<file path="src/rtl/row_max_argmax_stream.sv">
// Streaming row max/argmax reducer: a per-beat comparator tree folded into a running
// accumulator, with a registered, backpressured result stage.
module row_max_argmax_stream #(
  parameter int unsigned  D_W       = 16,
  parameter int unsigned  LANES     = 16,
  parameter int unsigned  MAX_BEATS = 64,
  parameter bit           SIGNED    = 1'b1,
  localparam int unsigned IDX_W     = $clog2(LANES * MAX_BEATS)
) (
  input  logic                      I_CLK,
  input  logic                      I_RST,
  input  logic                      I_VALID,
  output logic                      O_READY,
  input  logic [0:LANES-1][D_W-1:0] I_DATA,
  input  logic                      I_LAST,
  output logic                      O_VALID,
  input  logic                      I_READY,
  output logic [D_W-1:0]            O_MAX,
  output logic [IDX_W-1:0]          O_IDX,
  output logic                      O_OVF
);

  localparam int unsigned LANE_W = $clog2(LANES);
  localparam int unsigned CNT_W  = $clog2(MAX_BEATS + 1);

  typedef enum logic [0:0] {StFirst, StAcc} state_e;

  state_e             state_q, state_d;
  logic [CNT_W-1:0]   beat_cnt_q, beat_cnt_d;
  logic [D_W-1:0]     acc_max_q, acc_max_d;
  logic [IDX_W-1:0]   acc_idx_q, acc_idx_d;
  logic               ovf_q, ovf_d;
  logic               out_valid_q, out_valid_d;
  logic [D_W-1:0]     out_max_q, out_max_d;
  logic [IDX_W-1:0]   out_idx_q, out_idx_d;
  logic               out_ovf_q, out_ovf_d;

  logic [D_W-1:0]     beat_max;
  logic [LANE_W-1:0]  beat_lane;
  logic               accept;
  logic               consume;

  // Strict compare; equality keeps the incumbent so ties go to the lower index.
  function automatic logic beats(input logic [D_W-1:0] a, input logic [D_W-1:0] b);
    if (SIGNED) begin
      return $signed(a) > $signed(b);
    end else begin
      return a > b;
    end
  endfunction

  // Balanced tree reduced in place: node n of each level is built from nodes 2n, 2n+1
  // of the previous level, so the left (lower-lane) operand is always kept on a tie.
  always_comb begin : p_tree
    logic [D_W-1:0]    m [LANES];
    logic [LANE_W-1:0] x [LANES];
    for (int unsigned l = 0; l < LANES; l++) begin
      m[l] = I_DATA[l];
      x[l] = LANE_W'(l);
    end
    for (int unsigned w = LANES / 2; w >= 1; w = w / 2) begin
      for (int unsigned n = 0; n < w; n++) begin
        if (beats(m[2*n+1], m[2*n])) begin
          m[n] = m[2*n+1];
          x[n] = x[2*n+1];
        end else begin
          m[n] = m[2*n];
          x[n] = x[2*n];
        end
      end
    end
    beat_max  = m[0];
    beat_lane = x[0];
  end

  assign O_READY = !out_valid_q || I_READY;
  assign accept  = I_VALID && O_READY;
  assign consume = out_valid_q && I_READY;

  always_comb begin
    state_d     = state_q;
    beat_cnt_d  = beat_cnt_q;
    acc_max_d   = acc_max_q;
    acc_idx_d   = acc_idx_q;
    ovf_d       = ovf_q;
    out_valid_d = out_valid_q;
    out_max_d   = out_max_q;
    out_idx_d   = out_idx_q;
    out_ovf_d   = out_ovf_q;

    if (consume) begin
      out_valid_d = 1'b0;
    end

    if (accept) begin
      case (state_q)
        StFirst: begin
          acc_max_d  = beat_max;
          acc_idx_d  = IDX_W'(beat_lane);
          beat_cnt_d = CNT_W'(1);
          ovf_d      = 1'b0;
        end
        StAcc: begin
          if (beat_cnt_q < CNT_W'(MAX_BEATS)) begin
            if (beats(beat_max, acc_max_q)) begin
              acc_max_d = beat_max;
              // beat_cnt*LANES + lane; the dropped MSB is zero below MAX_BEATS.
              acc_idx_d = IDX_W'({beat_cnt_q, beat_lane});
            end
            beat_cnt_d = beat_cnt_q + 1'b1;
          end else begin
            ovf_d = 1'b1;
          end
        end
        default: begin
          state_d = StFirst;
        end
      endcase

      if (I_LAST) begin
        state_d     = StFirst;
        out_valid_d = 1'b1;
        out_max_d   = acc_max_d;
        out_idx_d   = acc_idx_d;
        out_ovf_d   = ovf_d;
      end else begin
        state_d = StAcc;
      end
    end
  end

  always_ff @(posedge I_CLK) begin
    if (I_RST) begin
      state_q     <= StFirst;
      beat_cnt_q  <= '0;
      acc_max_q   <= '0;
      acc_idx_q   <= '0;
      ovf_q       <= 1'b0;
      out_valid_q <= 1'b0;
      out_max_q   <= '0;
      out_idx_q   <= '0;
      out_ovf_q   <= 1'b0;
    end else begin
      state_q     <= state_d;
      beat_cnt_q  <= beat_cnt_d;
      acc_max_q   <= acc_max_d;
      acc_idx_q   <= acc_idx_d;
      ovf_q       <= ovf_d;
      out_valid_q <= out_valid_d;
      out_max_q   <= out_max_d;
      out_idx_q   <= out_idx_d;
      out_ovf_q   <= out_ovf_d;
    end
  end

  assign O_VALID = out_valid_q;
  assign O_MAX   = out_max_q;
  assign O_IDX   = out_idx_q;
  assign O_OVF   = out_ovf_q;

  a_hold: assert property (@(posedge I_CLK) disable iff (I_RST)
    O_VALID && !I_READY |=> O_VALID && $stable(O_MAX) && $stable(O_IDX) && $stable(O_OVF));

  a_cnt_range: assert property (@(posedge I_CLK) disable iff (I_RST)
    beat_cnt_q <= CNT_W'(MAX_BEATS));

endmodule

</file>
<file path="config.mk">
export PLATFORM = sky130hd
export DESIGN_NAME = row_max_argmax_stream
export DESIGN_NICKNAME = d
export VERILOG_FILES = /design/src/rtl/row_max_argmax_stream.sv
export SDC_FILE = /design/constraint.sdc
export NUM_CORES = 1
export LEC_CHECK = 0
export CORE_MARGIN = 3
export CORE_UTILIZATION = 52
export DETAILED_ROUTE_END_ITERATION = 10
export PLACE_DENSITY_LB_ADDON = 0.1
export SLEW_MARGIN = 20
export SYNTH_ARGS = -nofsm -noshare
export SYNTH_HDL_FRONTEND = slang
export SYNTH_SLANG_ARGS = --single-unit
</file>
<file path="constraint.sdc">
create_clock -name I_CLK -period 23 [get_ports I_CLK]
set_clock_uncertainty 0.05 [all_clocks]
set_input_delay 5.75 -clock I_CLK [delete_from_list [all_inputs] [get_ports I_CLK]]
set_output_delay 5.75 -clock I_CLK [all_outputs]
set_load 0.02 [all_outputs]
</file>
==> results.sh, run 1 <==
export IMPL_outcome="finished, final reports clean"
export IMPL_tightest_slew_ps=1085
export IMPL_root_buffer="clkbuf_16"
export IMPL_dp_cells=2219
export IMPL_p_per_area_mw_per_mm2=128.8
export IMPL_period_share_pct=91.64
export IMPL_fp_coreArea_mm2=0.02278
export IMPL_hold_buffers=0
export IMPL_postCtsResizedCells=0
export IMPL_drc=0
export IMPL_p_leak_nw=7.340
export IMPL_synthFlopType="dfxtp_1"
export IMPL_cts_setup_buffers=0
export IMPL_start_util_pct=53.32
export IMPL_hold_viol_final=0
export IMPL_clock_sinks=63
export IMPL_rows=55
export IMPL_fin_area_mm2=0.01571
export IMPL_synth_warnings=0
export IMPL_finalMaxSlewViolations=0
export IMPL_grt_total_usage_pct=28.45
export IMPL_relSlewSlack_pct=27.42
export IMPL_drv_cap=0
export IMPL_cp_max_fo=26
export IMPL_cp_top_family="compound AO/OA/AOI/OAI gates"
export IMPL_setup_viol=0
export IMPL_ant_nets=0
export IMPL_slowest_delay_ps=870
export IMPL_arrival_ps=21270
export IMPL_worst_path_max_delay_cell="nor4_2"
export IMPL_diodes=0
export IMPL_yosysSeqAreaShare_pct=10.39
export IMPL_numCtsBuffers=9
export IMPL_die_x_um=158.8
export IMPL_max_clock_freq_mhz=47.44
export IMPL_instances_no_fill=2236
export IMPL_grt_max_degree=42
export IMPL_placedInstanceArea_mm2=0.01536
export IMPL_die_area_mm2=0.02522
export IMPL_crit_required_ps=23190
export IMPL_vias_per_cell=5.808
export IMPL_yosysUniqueCellTypes=73
export IMPL_routed_wirelength_um=37580
export IMPL_dieHeight_um=158.8
export IMPL_cts_tree="built"
export IMPL_path_clk_slew_ps=50
export IMPL_gp_congestion=0.9578
export IMPL_firstDrtPassIters=7
export IMPL_clock_path_buffers=2
export IMPL_ir_drop_mv=0.1346
export IMPL_htree_num_levels=3
export IMPL_dpl_hpwl_um=31410
export IMPL_syn_area_mm2=0.01214
export IMPL_synth_edf_count=0
export IMPL_synth_avg_cell_area_um2=7.303
export IMPL_worstSetupEndpointType="register"
export IMPL_drive_gt1_share_pct=5.044
export IMPL_synthArstFlopShare_pct=0
export IMPL_critPathKind="in2reg"
export IMPL_grt_overflow=0
export IMPL_grt_antenna_before_repair=0
export IMPL_tns_ps=0
export IMPL_period_needed_ps=21080
export IMPL_port_buffers=289
export IMPL_synth_fp_nets=2172
export IMPL_clk_latency_ps=350
export IMPL_routedWlPerCell_um=16.80
export IMPL_hold_path_class="reg2reg"
export IMPL_drtIter0Drc=778
export IMPL_start_kind="input port"
export IMPL_rsz0062_at_grt="no"
export IMPL_grt_pass1_vias=12609
export IMPL_synthCells=1663
export IMPL_cp_num_buf_inv=4
export IMPL_synth_seq_cells=63
export IMPL_grt_pass1_wl_um=60930
export IMPL_io_pins=290
export IMPL_via_count=12986
export IMPL_power_mw=2.023
export IMPL_area_delta_synth_final_pct=29.35
export IMPL_fin_nets=2427
## worst reg2reg max path, stage by stage (launching register included)
cell	delay, ps
dfxtp_1	300
inv_1	70
ha_1	300
nor2b_1	150
o21a_1	140
o21ai_0	80
nand2b_1	80
a221oi_1	90
o41ai_1	250
o21ai_0	140
and3_1	190
nor4_2	870
nand2b_1	400
nand2_1	260
nor2_1	780
o21ai_0	250
o32ai_1	190
## path summary, 6_finish.rpt
kind	depth (start not counted)	start	end	slack [ps]
worst max-delay path	61	I_DATA[191]	acc_max_q[10]	1920
worst min-delay path	2	O_IDX[4]	O_IDX[4]	400
worst max register to register	16	acc_max_q[1]	acc_max_q[10]	18300
worst min register to register	2	O_IDX[4]	O_IDX[4]	400
## report_power, final
part / internal (mW) / switching (mW)
clock network: 0.0978 / 0.0529
registers: 0.137 / 0.0171
logic: 0.684 / 1.03
## registers in the layout (all words and copies together) (netlist names)
register / flops
O_MAX: 16
acc_max_q: 16
O_IDX: 10
acc_idx_q: 10
beat_cnt_q: 7
O_OVF: 1
O_VALID: 1
ovf_q: 1
state_q: 1
## per-layer routing
| layer | part of all wire (%) | global-route usage (%) | vias up | routed length [um] |
|---|---|---|---|---|
| met5 | 0 | 0 | - | 0 |
| met4 | 2.6 | 8.595 | 0 | 989 |
| met3 | 7.0 | 5.427 | 61 | 2636 |
| met2 | 48 | 50.00 | 487 | 18030 |
| met1 | 42 | 35.19 | 5875 | 15920 |
| li1 | - | - | 6563 | - |
## layout by cell type (no fill, tap or decap), types with 31 or more instances in the layout
cell / instances
a21oi_1: 188
ha_1: 248
mux2i_1: 85
nor3_1: 31
dfxtp_1: 63
nor2_1: 153
nand4_1: 49
a21o_1: 47
nand2_1: 98
inv_1: 212
o21ai_0: 99
clkdlybuf4s50_1: 289
## cell families (layout without fill, tap and decap cells)
family	count (synthesis)	after routing	synth area share, %
mux	117	117	9.963
simple gates	457	457	18.36
xor+xnor	10	10	0.7212
fa+ha+maj	251	251	25.80
flops	63	63	10.39
compound gates	490	490	26.07
buf+inv	275	535	8.706
## synth_stat cells, types with 6 or more instances
library cell,instances,area share [%]
buf_2,8,0.33
nor2_1,153,4.7
and4_1,9,0.65
dfxtp_1,63,10
o211ai_1,14,0.87
mux2i_1,86,7.1
o21ai_0,99,4.1
a21o_1,47,2.9
o31ai_1,6,0.37
nor3_1,34,1.4
a211oi_1,19,1.2
or3_1,8,0.41
nand2b_1,15,0.77
a211oi_2,9,0.93
o21a_1,17,1.1
nand4_1,49,2.5
nand2_1,98,3.0
a21oi_1,191,7.9
and3_1,7,0.36
mux2_2,30,2.8
ha_1,248,26
clkbuf_1,48,1.5
nor4_1,12,0.62
o32ai_1,16,1.2
a2111oi_2,8,0.99
xor2_1,6,0.43
a2111oi_1,7,0.58
nand3_1,17,0.70
nor2b_1,29,1.5
inv_1,212,6.6
## layout make-up
class / count / area, um^2
flip-flops and latches: 63 / 1261
clock inverters: 5 / 81.33
fillers: 1961 / 7069
inverters: 212 / 795.8
well taps: 313 / 391.6
clock buffers: 11 / 242.7
repair buffers: 307 / 3032
multi-input cells: 1325 / 9905
## metrics by stage
step / hold slack [ps] / setup WS [ps] / util (%)
after detailed placement: 398.7 / 1659 / 67.43
after global routing: 426.0 / 706.2 / 68.96
final: 404.6 / 1922 / 68.96
after floorplan: 385.7 / 4317 / -
after global placement: 390.9 / 1939 / 67.39
after CTS: 408.7 / 1933 / 68.85
No activity file was read; power rests on OpenSTA's default activity.
==> run 2, diff against run 1 <==
ABC_AREA = 0   (was unset)
CORE_ASPECT_RATIO = 1.25   (was unset)
CORE_UTILIZATION = 56   (was 52)
clock period = 26.8 ns   (was 23 ns; I/O delays follow)
==> run 2 against run 1 <==
Worst hold slack improved by 3.2 ps. Power decreased by 13%. Sequential cell count unchanged. Sequential power decreased by 13%. Sequential share of layout area about the same. Non-clock buffer count increased by 1. First-iteration DRC count decreased by 7.1%. Largest cell class unchanged.
==> results.sh, run 2 (synthesized netlist as in run 1, its figures left out) <==
export IMPL_relSlewSlack_pct=26.18
export IMPL_crit_required_ps=26970
export IMPL_routedWlPerCell_um=17.54
export IMPL_max_clock_freq_mhz=46.04
export IMPL_p_sw_mw=0.9702
export IMPL_r2r_start="acc_max_q[9]"
export IMPL_dp_cells=2182
export IMPL_root_buffer="clkbuf_16"
export IMPL_period_needed_ps=21720
export IMPL_hold_viol_final=0
export IMPL_drv_cap=0
export IMPL_tightest_slew_ps=1107
export IMPL_cts_setup_buffers=0
export IMPL_startpoint="I_DATA[127]"
export IMPL_tns_ps=0
export IMPL_n_fill_cell=1690
export IMPL_routed_wirelength_um=38540
export IMPL_p_per_area_mw_per_mm2=112.2
export IMPL_gp_congestion=0.9594
export IMPL_start_util_pct=57.72
export IMPL_path_clk_slew_ps=50
export IMPL_firstDrtPassIters=5
export IMPL_final_cell_mix="clkdlybuf4s50_1, ha_1, inv_1"
export IMPL_numCtsBuffers=9
export IMPL_ir_drop_mv=0.1062
export IMPL_critPathKind="in2reg"
export IMPL_power_mw=1.753
export IMPL_dpl_worst_slack_ps=4894
export IMPL_outcome="finished, final reports clean"
export IMPL_vias_per_cell=6.007
export IMPL_ant_nets=0
export IMPL_setup_viol=0
export IMPL_io_pins=290
export IMPL_internal_power_mw=0.7827
export IMPL_min_from="O_IDX[4]"
export IMPL_via_count=13197
export IMPL_drtIter0Drc=723
export IMPL_area_delta_synth_final_pct=28.67
export IMPL_hold_buffers=0
export IMPL_grt_pass1_wl_um=60620
export IMPL_grt_max_degree=42
export IMPL_grt_pass1_vias=13038
export IMPL_grt_antenna_before_repair=0
export IMPL_clock_sinks=63
export IMPL_worstSetupEndpointType="register"
export IMPL_layout_setup_ws_ps=5080
export IMPL_seqPwrFrac_pct=7.6
export IMPL_clk_latency_ps=330
export IMPL_rows=59
export IMPL_p_leak_nw=7.330
export IMPL_grt_total_usage_pct=31.20
export IMPL_htree_num_levels=3
export IMPL_fp_coreArea_mm2=0.02104
export IMPL_period_share_pct=81.04
export IMPL_grt_overflow=0
export IMPL_drc=0
export IMPL_instances_no_fill=2197
export IMPL_rsz0062_at_grt="no"
export IMPL_final_common_cell="clkdlybuf4s50_1"
export IMPL_dieHeight_um=170.6
export IMPL_worst_path_max_delay_cell="nor4_2"
export IMPL_cts_tree="built"
export IMPL_diodes=0
export IMPL_slowest_delay_ps=870
export IMPL_dpl_hpwl_um=32630
export IMPL_clock_path_buffers=2
export IMPL_cp_max_fo=30
export IMPL_p_clk_share_pct=6.8
export IMPL_hold_path_class="reg2reg"
export IMPL_die_x_um=137.7
export IMPL_path_common_cell="o21ai_0"
export IMPL_fin_area_mm2=0.01563
export IMPL_arrival_ps=21890
export IMPL_postCtsResizedCells=0
export IMPL_start_kind="input port"
export IMPL_fin_nets=2428
export IMPL_port_buffers=289
export IMPL_p_sw_share_pct=55.35
export IMPL_die_area_mm2=0.02350
export IMPL_finalMaxSlewViolations=0
export IMPL_placedInstanceArea_mm2=0.01532
export IMPL_power_frac_comb_pct=85.6
export IMPL_drive_gt1_share_pct=5.096
[run 2: cell type report]
| class | instances | area (um^2) | area share [%] |
|---|---|---|---|
| tap | 274 | 342.8 | 2.194 |
| sequential | 63 | 1261 | 8.071 |
| multi-input combinational | 1325 | 9892 | 63.30 |
| clock buffer | 12 | 256.5 | 1.641 |
| inverter | 212 | 795.8 | 5.092 |
| timing repair buffer | 308 | 3035 | 19.43 |
| clock inverter | 3 | 42.54 | 0.2722 |
[run 2: per-stage QoR]
stage          hold WS [ps]  util (%)
2_1_floorplan         385.7         -
3_3_place_gp          392.0     72.80
3_5_place_dp          398.2     72.80
4_1_cts               409.0     74.23
5_1_grt               423.3     74.27
6_report              407.7     74.27
[run 2: power by group through the flow]
stage	Sequential (mW)	Combinational, mW	Clock (mW)
floorplan	0.142	1.04	0
global placement	0.135	1.42	0
detailed placement	0.135	1.45	0
CTS	0.134	1.47	0.118
global route	0.135	1.64	0.122
finish	0.134	1.50	0.119
[run 2: path summary, 6_finish.rpt]
| kind | end | slack, ps | cells past startpoint |
|---|---|---|---|
| setup / recovery | acc_max_q[13] | 5080 | 66 |
| hold / removal | O_IDX[4] | 410 | 2 |
| setup reg to reg | acc_max_q[13] | 22090 | 17 |
| hold reg to reg | O_IDX[4] | 410 | 2 |
[run 2: per-layer routing]
metal | vias to the layer above | share of wire, % | GRT usage, %
met5 | - | 0 | 0
met4 | 0 | 3.6 | 11.95
met3 | 82 | 6.0 | 2.676
met2 | 477 | 52 | 61.11
met1 | 6078 | 38 | 33.99
li1 | 6560 | - | -
[run 2: critical path, delay by kind of cell]
kind	cells	cell delay [ps]
XOR/XNOR	1	150
AND/OR/NAND/NOR	17	4280
multiplexers	1	470
buffers and inverters	8	1750
adder cells (fa/ha/maj)	5	1670
AO/OA/AOI/OAI	34	6830
